File: config.mk
export PLATFORM = sky130hd
export DESIGN_NAME = apb_cmd_sequencer
export DESIGN_NICKNAME = d
export VERILOG_FILES = /design/src/rtl/apb_cmd_sequencer.sv
export SDC_FILE = /design/constraint.sdc
export NUM_CORES = 1
export LEC_CHECK = 0
export ABC_AREA = 1
export BUFFER_PORTS_ARGS = -buffer_cell sky130_fd_sc_hd__buf_2
export CAP_MARGIN = 20
export CORE_MARGIN = 1.5
export CORE_UTILIZATION = 55
export DETAILED_ROUTE_END_ITERATION = 7
export GPL_TIMING_DRIVEN = 1
export HOLD_SLACK_MARGIN = 0.1
export PLACE_DENSITY = 0.79
export SYNTH_ARGS = -nofsm -noshare
export SYNTH_HDL_FRONTEND = slang
export SYNTH_SLANG_ARGS = --single-unit
File: constraint.sdc
create_clock -name pclk -period 2.75 [get_ports pclk]
set_input_delay 0.275 -clock pclk [delete_from_list [all_inputs] [get_ports pclk]]
set_output_delay 0.275 -clock pclk [all_outputs]
set_load 0.005 [all_outputs]
File: src/rtl/apb_cmd_sequencer.sv
// apb_cmd_sequencer: buffers write/read requests from a valid/ready port and
// replays them one at a time onto apb_top's add_i/external_wdata_i pins.
// Read data is returned on a single-entry valid/ready response slot.
module apb_cmd_sequencer #(
    parameter int unsigned DEPTH   = 4,
    parameter int unsigned DATA_W  = 32,
    parameter int unsigned TIMEOUT = 16
) (
    input  logic                   pclk,
    input  logic                   preset_n,
    input  logic                   cmd_valid_i,
    output logic                   cmd_ready_o,
    input  logic                   cmd_write_i,
    input  logic [DATA_W-1:0]      cmd_wdata_i,
    output logic [1:0]             add_o,
    output logic [DATA_W-1:0]      external_wdata_o,
    input  logic                   ready_i,
    input  logic [DATA_W-1:0]      rdata_i,
    output logic                   rsp_valid_o,
    output logic [DATA_W-1:0]      rsp_data_o,
    input  logic                   rsp_ready_i,
    output logic                   busy_o,
    output logic                   err_o,
    output logic [$clog2(DEPTH):0] cmd_count_o
);

    localparam int unsigned PTR_W = $clog2(DEPTH);
    localparam int unsigned CNT_W = PTR_W + 1;
    localparam int unsigned TMO_W = $clog2(TIMEOUT);

    localparam logic [1:0] ADD_IDLE  = 2'b00;
    localparam logic [1:0] ADD_READ  = 2'b01;
    localparam logic [1:0] ADD_WRITE = 2'b11;

    typedef struct packed {
        logic              write;
        logic [DATA_W-1:0] wdata;
    } cmd_t;

    typedef enum logic [1:0] {
        S_IDLE,
        S_ACTIVE,
        S_RELEASE
    } state_t;

    cmd_t             mem_q [DEPTH];
    logic [PTR_W-1:0] wr_ptr_q, wr_ptr_d;
    logic [PTR_W-1:0] rd_ptr_q, rd_ptr_d;
    logic [CNT_W-1:0] count_q, count_d;

    state_t           state_q;
    logic [1:0]       add_q;
    logic [DATA_W-1:0] wdata_q;
    logic [DATA_W-1:0] rsp_data_q;
    logic             rsp_valid_q;
    logic             err_q;
    logic [TMO_W-1:0] tmo_q;

    cmd_t head;
    logic full;
    logic empty;
    logic push;
    logic pop;

    // A read at the head waits for the response slot; writes never wait on it.
    assign head  = mem_q[rd_ptr_q];
    assign full  = (count_q == CNT_W'(DEPTH));
    assign empty = (count_q == '0);
    assign push  = cmd_valid_i && !full;
    assign pop   = (state_q == S_IDLE) && !empty && (head.write || !rsp_valid_q);

    assign cmd_ready_o      = !full;
    assign cmd_count_o      = count_q;
    assign add_o            = add_q;
    assign external_wdata_o = wdata_q;
    assign rsp_valid_o      = rsp_valid_q;
    assign rsp_data_o       = rsp_data_q;
    assign err_o            = err_q;
    assign busy_o           = (state_q != S_IDLE);

    // Next-state for FIFO pointers and occupancy.
    always_comb begin
        wr_ptr_d = wr_ptr_q;
        rd_ptr_d = rd_ptr_q;
        count_d  = count_q;
        if (push) begin
            wr_ptr_d = wr_ptr_q + PTR_W'(1);
        end
        if (pop) begin
            rd_ptr_d = rd_ptr_q + PTR_W'(1);
        end
        if (push && !pop) begin
            count_d = count_q + CNT_W'(1);
        end else if (pop && !push) begin
            count_d = count_q - CNT_W'(1);
        end
    end

    // FIFO pointer and occupancy registers.
    always_ff @(posedge pclk or negedge preset_n) begin
        if (!preset_n) begin
            wr_ptr_q <= '0;
            rd_ptr_q <= '0;
            count_q  <= '0;
        end else begin
            wr_ptr_q <= wr_ptr_d;
            rd_ptr_q <= rd_ptr_d;
            count_q  <= count_d;
        end
    end

    // FIFO storage; contents are don't-care until written.
    always_ff @(posedge pclk) begin
        if (push) begin
            mem_q[wr_ptr_q] <= '{write: cmd_write_i, wdata: cmd_wdata_i};
        end
    end

    // Issue / wait-for-ready / release sequencer with registered outputs.
    always_ff @(posedge pclk or negedge preset_n) begin
        if (!preset_n) begin
            state_q     <= S_IDLE;
            add_q       <= ADD_IDLE;
            wdata_q     <= '0;
            rsp_valid_q <= 1'b0;
            rsp_data_q  <= '0;
            err_q       <= 1'b0;
            tmo_q       <= '0;
        end else begin
            if (rsp_valid_q && rsp_ready_i) begin
                rsp_valid_q <= 1'b0;
            end
            case (state_q)
                S_IDLE: begin
                    if (pop) begin
                        add_q   <= head.write ? ADD_WRITE : ADD_READ;
                        tmo_q   <= '0;
                        state_q <= S_ACTIVE;
                        if (head.write) begin
                            wdata_q <= head.wdata;
                        end
                    end
                end
                S_ACTIVE: begin
                    tmo_q <= tmo_q + TMO_W'(1);
                    if (ready_i) begin
                        if (add_q == ADD_READ) begin
                            rsp_data_q  <= rdata_i;
                            rsp_valid_q <= 1'b1;
                        end
                        add_q   <= ADD_IDLE;
                        state_q <= S_RELEASE;
                    end else if (tmo_q == TMO_W'(TIMEOUT - 1)) begin
                        err_q   <= 1'b1;
                        add_q   <= ADD_IDLE;
                        state_q <= S_RELEASE;
                    end
                end
                S_RELEASE: begin
                    state_q <= S_IDLE;
                end
                default: begin
                    add_q   <= ADD_IDLE;
                    state_q <= S_IDLE;
                end
            endcase
        end
    end

endmodule

## Word level (Yosys, flattened, before mapping)

Memory sizes are Yosys's and may differ from the RTL's.
Cells that the tools add are included.

- Register bits: 81
- Bits in latches: 0
- Bits in writable memories: 132
- Bits in read-only memories: 0
- Input port bits: 70
- Output and inout bits: 73
- Memories kept: 1

- Add/subtract/negate cells: 5
- $mul: 0
- Div/mod/pow operators: 0
- Order comparisons: 0
- Equality and inequality tests: 7
- Shift-type cells: 0
- Muxes and demuxes: 19
- Bitwise gates (word level): 2
- Reduce and logical (&&, ||, !) cells: 23

Memories:

| name | depth | width | rd ports | clocked after memory_dff | wr ports | RTL line | RTL |
|---|---|---|---|---|---|---|---|
| mem_q | 4 | 33 | 1 | 0 | 1 | 46 | `cmd_t mem_q [DEPTH];` |

Operators with widths:

| operator | count |
|---|---|
| $mux W2 | 7 |
| $reduce_and A3 Y1 | 4 |
| $pmux W4 S2 | 1 |
| $logic_and A1 B1 Y1 | 6 |
| $mux W1 | 6 |
| $mux W3 | 2 |
| $pmux W2 S3 | 1 |
| $reduce_bool A2 Y1 | 3 |
| $logic_not A1 Y1 | 5 |
| $add A2 B1 Y2 const B | 2 |
| $add A4 B1 Y4 const B | 1 |
| $eq A2 B1 Y1 const B | 2 |
| $eq A4 B4 Y1 const B | 1 |
| $mux W4 | 1 |
| $pmux W2 S2 | 1 |
| $reduce_and A2 Y1 | 2 |
| $add A3 B1 Y3 const B | 1 |
| $eq A3 B3 Y1 const B | 1 |
| $logic_not A3 Y1 | 1 |
| $ne A3 B3 Y1 const B | 1 |
| $sub A3 B1 Y3 const B | 1 |
| $eq A2 B2 Y1 const B | 1 |
| $logic_not A2 Y1 | 1 |
| $ne A2 B2 Y1 const B | 1 |
| other kinds (2) | 3 |

## Longest topological paths before layout

Gate-level depths: netlist of the first run.

- Word-level depth: 7
- Mapped depth: 12
- Gate-level depth less buffers: 12

## Worst setup path after synthesis of the first run

Ideal clock, no wire load.

- Kind: register to register
- Start: register count_q[0], in the netlist cmd_count_o[0]
- End: memory mem_q[0][0] in the netlist's numbering (enable)
- Library setup time: 423 ps
- Arrival time: 2,146 ps
- Setup slack: 181 ps
- Cell stages (with the launch flop): 5
- Path buffers: 0
- Period minus slack after synthesis: 2,569 ps
- Path through: dfrtp_1 -> nor2_1 -> nand2_1 -> nand2_1 -> nor2_1

- Longest elaborated chain between the ends: 5

RTL lines:

| element | RTL line | RTL |
|---|---|---|
| start: declaration | 49 | `logic [CNT_W-1:0] count_q, count_d;` |
| start signal: assignment | 108 | `count_q <= count_d;` |
| $eq A3 B3 Y1 | 67 | `assign full = (count_q == CNT_W'(DEPTH));` |
| $logic_not A1 Y1 | -- |  |
| via cmd_ready_o | 12 | `output logic cmd_ready_o,` |
| $logic_and A1 B1 Y1 | 69 | `assign push = cmd_valid_i && !full;` |
| $mux W1 | 114 | `if (push) begin` |
| $mux W1 (implied by the code) | 115 | `mem_q[wr_ptr_q] <= '{write: cmd_write_i, wdata: cmd_wdata_i};` |
| end: declaration | 46 |  |

The timed path passes the listed nets, and every way through them passes these cells.

## Final worst setup path of the first run

- Start: register count_q[0], in the netlist cmd_count_o[0]
- End: register count_q[2], in the netlist cmd_count_o[2]

- Longest elaborated chain between the ends: 7
- Elaborated cells between the ends (all ways): 16
- Those cells by class: 2 x add/sub; 1 x eq/ne; 2 x mux; 11 x reduce/logical

RTL lines:

| element |
|---|
| branches (longest 7 deep; another with $sub A3 B1 Y3) |

Several ways; the timed one is not identified. The select of a mux whose other input is x is not followed.
A chain may end at the register's enable or synchronous reset.

==> impl_metrics.toml, run 1 <==
[job]
max_cap_viol_count = 0

[sta]
holdWs_ns = 0.159
tightest_slew_ns = 0.816
fin_crit_sh = 0.806
slew_headroom = 0.455
fin_skew_ns = 0.00848
rsz0062_at_grt = "no"
min_period_ns = 2.22
hold_viol_final = 0
finalSetupTns_ns = 0
maxSlewViolCount = 0
final-setup-viol-count = 0
clock.fmax_mhz = 451

[setup_path]
arrival_ns = 2.58
cp_top_family = "adder cells"
cp.required_ns = 3.11
reg2reg_to = "cmd_count_o[2]"
worstPathCellList = "nor2_1 > a21oi_2 > nand2_1 > nand2_1 > inv_1 > ha_1 > inv_1 > fa_1 > a21oi_1 > o21ai_0 > xor2_1"
rr_startpoint = "cmd_count_o[0]"
criticalPathCategory = "register to register"
start_kind = "register"
timing.critical_path.buf_inv = 2
max_stage_delay_ns = 0.43
reg2reg_depth = 11
critPathCaptureType = "register"
crit_fanout = 4
r2r_slack_ns = 0.53
slowest_stage = "dfrtp_1"

[clocking]
cts_root_buf = "clkbuf_16"
clock_sinks = 213
cts_buffers = 21
ctsLongestPathBuffers = 3
cts_resized = 0
postCtsHoldBufs = 67
clock_latency_ns = 0.49
clkTransAtPathRegs_ns = 0.06
cts_tree = "yes"
post_cts_buffers = 0
h-tree-depth = 1

[routing]
drtPass1Iterations = 4
drt_drc_violations_left = 0
wirelength_um = 17800
ant_nets = 0
wl_per_cell_um = 17.1
num_vias = 5538
first_iter_violations = 314
avgViaCountPerCell = 5.34

[global_routing]
grt_pass1_vias = 5765
met3_usage = 0.0451
grt_pass1_wl_um = 29200
grt_util_met2 = 0.404
grt_overflow = 0
grt_use_total = 0.235
antenna_found_initial = 0
use_met1 = 0.304
grt_max_degree = 65
busiest_layer = "met2"

[min_path]
hold_depth = 3
min_from = "ready_i"
min_to = "err_o"
worst_hold_path_type = "input port to register"

[logic_synthesis]
seq_area_frac_synth = 0.740
syn_area_per_cell_um2 = 13.1
netlist_area_mm2 = 0.00810
synth-seq-cells = 213
ys_warn_count = 0
syn_nets = 696
synth-edff-count = 132
synth.distinct_cells = 27
synth_ff_type = "edfxtp_1"
async_reset_ff_frac = 0.380
syn_inst = 619

[finish]
layout-area-overhead-vs-synth_pct = 28.4
antenna_cells = 0
fin_util = 0.718
fillers = 981
fin_nets = 916
drive_above_1_share = 0.239

[floorplan]
core_mm2 = 0.0145
die_x_um = 124
die_y_um = 124
rows = 44
start_util = 0.559
floorplan.die_area_mm2 = 0.0155
pin_count = 143

[power]
ir_drop_uv = 665
power_frac_seq = 0.428
combPwrFrac = 0.333
swShare = 0.340
leakage_nw = 4.40
p_int_mw = 7.44
clkPwrFrac = 0.239
power_switching_mw = 3.84
powerDensity_mw_per_mm2 = 1090

[place]
port_buffers = 142
finalWeightedCongestion = 0.755
hpwl_um = 10400

[status]
status = "complete, no violations"
==> cell usage after synthesis (3+ instances only) <==
library cell | number | share of area
mux2_1 | 32 | 0.044
inv_2 | 3 | 0.0014
buf_4 | 3 | 0.0028
nor2_1 | 73 | 0.034
o21ai_0 | 51 | 0.032
o21ai_1 | 19 | 0.012
nand2_1 | 122 | 0.057
o22ai_1 | 32 | 0.025
ha_1 | 6 | 0.0093
dfrtp_1 | 81 | 0.25
xor2_1 | 4 | 0.0043
inv_1 | 18 | 0.0083
nand3_1 | 5 | 0.0031
clkbuf_1 | 11 | 0.0051
edfxtp_1 | 132 | 0.49
buf_2 | 13 | 0.0080
==> flip-flops by register name (all words and copies together) (netlist names) <==
signal and count:
mem_q 132, external_wdata_o 32, rsp_data_o 32, tmo_q 4, cmd_count_o 3, add_o 2
rd_ptr_q 2, state_q 2, wr_ptr_q 2, err_o 1, rsp_valid_o 1
==> how the worst max path moves through the flow <==
stage / from / endpoint / cells past startpoint
floorplan: cmd_count_o[0] / mem_q[0][0] / 4
global placement: rd_ptr_q[1] / cmd_count_o[2] / 12
detailed placement: cmd_count_o[0] / cmd_count_o[2] / 11
CTS: cmd_count_o[0] / cmd_count_o[2] / 11
global route: cmd_count_o[0] / cmd_count_o[2] / 11
finish: cmd_count_o[0] / cmd_count_o[2] / 11
==> per-stage QoR <==
step                total power [mW]  std cells  setup WS [ns]  instance area, µm²
floorplan                       7.13        619          0.181                8100
global route                    12.0       1037          0.347               10400
detailed placement              8.55        933          0.553                9070
finish                          11.3       1037          0.534               10400
CTS                             11.3       1037          0.537               10400
global placement                8.36        933          0.641                9070
==> logic make-up (layout without fill, tap and decap cells) <==
logic type      after synthesis  after routing  synth area share
mux                          33             33            0.0459
compound gates              107            107            0.0723
xor+xnor                      5              5           0.00541
buf+inv                      50            284            0.0269
fa+ha+maj                     7              7            0.0117
flops                       213            213             0.740
simple gates                204            204            0.0981
==> routing by layer <==
layer / vias up / share of wire
li1: 2602 / -
met1: 2670 / 0.42
met2: 231 / 0.50
met3: 35 / 0.067
met4: 0 / 0.021
met5: - / 0
==> worst register-to-register path: stages, from the launching register on <==
cell and delay, ns:
dfrtp_1 0.43, nor2_1 0.18, a21oi_2 0.09, nand2_1 0.09
nand2_1 0.13, inv_1 0.12, ha_1 0.15, inv_1 0.07
fa_1 0.39, a21oi_1 0.15, o21ai_0 0.12, xor2_1 0.16
==> placed cells by master (no fill, tap or decap), types with 2 or more instances in the layout <==
cell type and count:
mux2_1 32, nand3_2 2, o21ai_1 19, edfxtp_1 132
clkbuf_16 22, clkbuf_1 5, o21ai_0 51, o22ai_1 32
buf_4 17, nand2_1 122, nor2_4 5, dfrtp_1 80
inv_2 3, inv_1 18, clkbuf_4 2, ha_1 6
buf_2 141, dlygate4sd3_1 67, clkbuf_8 3, a21oi_1 2
nor2_1 69, clkinv_1 2, nand3_1 5, xor2_1 4
clkinv_2 2
==> power by group through the flow <==
stage | Combinational [mW] | Clock, mW | Sequential, mW
6_report | 3.76 | 2.69 | 4.83
5_1_grt | 4.23 | 2.86 | 4.93
4_1_cts | 3.79 | 2.74 | 4.82
3_5_place_dp | 3.67 | 0 | 4.88
3_3_place_gp | 3.55 | 0 | 4.81
2_1_floorplan | 2.22 | 0 | 4.91
==> final cells by class <==
class	instances	area [µm²]	share of cell area
Tap cell	184	230	0.0221
Sequential cell	213	5990	0.576
Inverter	21	78.8	0.00758
Multi-Input combinational cell	356	1920	0.185
Clock buffer	32	626	0.0602
Clock inverter	5	25.0	0.00241
Timing Repair Buffer	226	1520	0.147
Power figures use the tool's default switching activity.
==> run 2, diff against run 1 <==
- clock period: 2.75 -> 2.29 ns (I/O delays scaled with it)
==> run 2 against run 1 <==
- non-clock buffer count decreased by 4
- final area increased by 0.53%
- wire length decreased by 2.6%
- critical path type unchanged
==> impl_metrics.toml, run 2 (synthesized netlist as in run 1, its figures left out) <==
[finish]
fin_nets = 912
drive_above_1_share = 0.240
multi_input_area_mm2 = 0.00192
largest_reg_flops = 132
seqCellArea_mm2 = 0.00599
final_cell_mix = "141 x buf_2, 132 x edfxtp_1, 122 x nand2_1"
fillers = 936
regMostFlops = "mem_q"
final_common_cell = "buf_2"
layout-area-overhead-vs-synth_pct = 29.0
final_cells = 1034
fin_util = 0.722
antenna_cells = 0

[sta]
min_period_ns = 2.08
slew_headroom = 0.290
maxSlewViolCount = 0
hold_viol_final = 0
final-setup-viol-count = 0
clock.fmax_mhz = 480
tightest_slew_ns = 1.06
rsz0062_at_grt = "no"
fin_crit_sh = 0.909
fin_skew_ns = 0.0224

[floorplan]
pin_count = 143
floorplan.die_area_mm2 = 0.0155
rows = 44
die_x_um = 124
die_y_um = 124
core_mm2 = 0.0145
start_util = 0.559

[clocking]
cts_buffers = 21
ctsLongestPathBuffers = 3
clock_sinks = 213
h-tree-depth = 1
cts_root_buf = "clkbuf_16"
cts_tree = "yes"
clock_latency_ns = 0.49
clkTransAtPathRegs_ns = 0.06

[place]
port_buffers = 142
hpwl_um = 10100
dp.cells = 929
finalWeightedCongestion = 0.789

[global_routing]
grt_pass1_vias = 5505
grt_max_degree = 65
grt_overflow = 0
antenna_found_initial = 0
grt_pass1_wl_um = 27700
grt_use_total = 0.220

[power]
finalPower_mw = 13.9
powerDensity_mw_per_mm2 = 1330
ir_drop_uv = 815
leakage_nw = 4.42

[setup_path]
crit_fanout = 3
arrival_ns = 2.45
critPathCapture = "cmd_count_o[1]"
critPathCaptureType = "register"
critical_path_depth = 10
cp-startpoint = "state_q[1]"
timing.critical_path.buf_inv = 3
slowest_stage = "dfrtp_1"
reg2reg_depth = 10
cp_top_family = "adder cells"
r2r_slack_ns = 0.21
worstPathCellList = "inv_1 > nand2_1 > a21oi_2 > nand2_1 > nand2_1 > inv_1 > ha_1 > inv_1 > fa_1 > mux2_2"
reg2reg_to = "cmd_count_o[1]"
start_kind = "register"
criticalPathCategory = "register to register"
cp.required_ns = 2.65
max_stage_delay_ns = 0.42
rr_startpoint = "state_q[1]"

[min_path]
worst_hold_path_type = "input port to register"

[routing]
drtPass1Iterations = 5
wl_per_cell_um = 16.7
ant_nets = 0
first_iter_violations = 483
num_vias = 5564
drt_drc_violations_left = 0
wirelength_um = 17300
avgViaCountPerCell = 5.38

[job]
max_cap_viol_count = 0

[status]
status = "complete, no violations"
[run 2: how the worst min path moves through the flow]
stage	start	endpoint	depth (start not counted)
6_report	ready_i	err_o	3
5_1_grt	ready_i	err_o	3
4_1_cts	ready_i	err_o	3
3_5_place_dp	preset_n	rsp_data_o[28]	1
3_3_place_gp	preset_n	rsp_data_o[26]	1
2_1_floorplan	preset_n	add_o[0]	0
[run 2: timing repair]
action                                  CTS  global route
hold buffers                             67             0
endpoints found under the setup margin    0             1
buffers inserted                          0             0
hold endpoints to repair                224             0
resized for setup                         0             1
[run 2: metrics by stage]
step | cell area (µm²) | TNS, ns | setup slack [ns] | hold WS, ns
2_1_floorplan | 8100 | -36.81 | -0.279 | -0.0666
3_3_place_gp | 9040 | 0 | 0.264 | 0.345
3_5_place_dp | 9040 | 0 | 0.185 | 0.359
4_1_cts | 10400 | 0 | 0.166 | 0.112
5_1_grt | 10500 | 0 | 0.00448 | 0.125
6_report | 10500 | 0 | 0.207 | 0.117
[run 2: cell type report]
cell class                      count  area share
Clock inverter                      8      0.0117
Timing Repair Buffer              222       0.143
Inverter                           21     0.00754
Clock buffer                       30      0.0584
Multi-Input combinational cell    356       0.184
Sequential cell                   213       0.573
Tap cell                          184      0.0220
[run 2: per-layer routing]
layer  track usage  up-vias  share of wire
met3        0.0339       35          0.066
met1         0.292     2695           0.41
met4        0.0541        0          0.020
met5             0        -              0
met2         0.385      237           0.50
li1              -     2597              -
[run 2: worst min-delay path, stage by stage]
cell,delay (ns)
buf_2,0.09
inv_1,0.08
a31o_2,0.15
[run 2: where the power goes]
part | internal, mW | leakage, nW | switching (mW) | total (mW)
Clock | 2.20 | 0.358 | 1.37 | 3.57
Sequential | 5.33 | 2.20 | 0.489 | 5.81
Combinational | 1.72 | 1.86 | 2.75 | 4.47
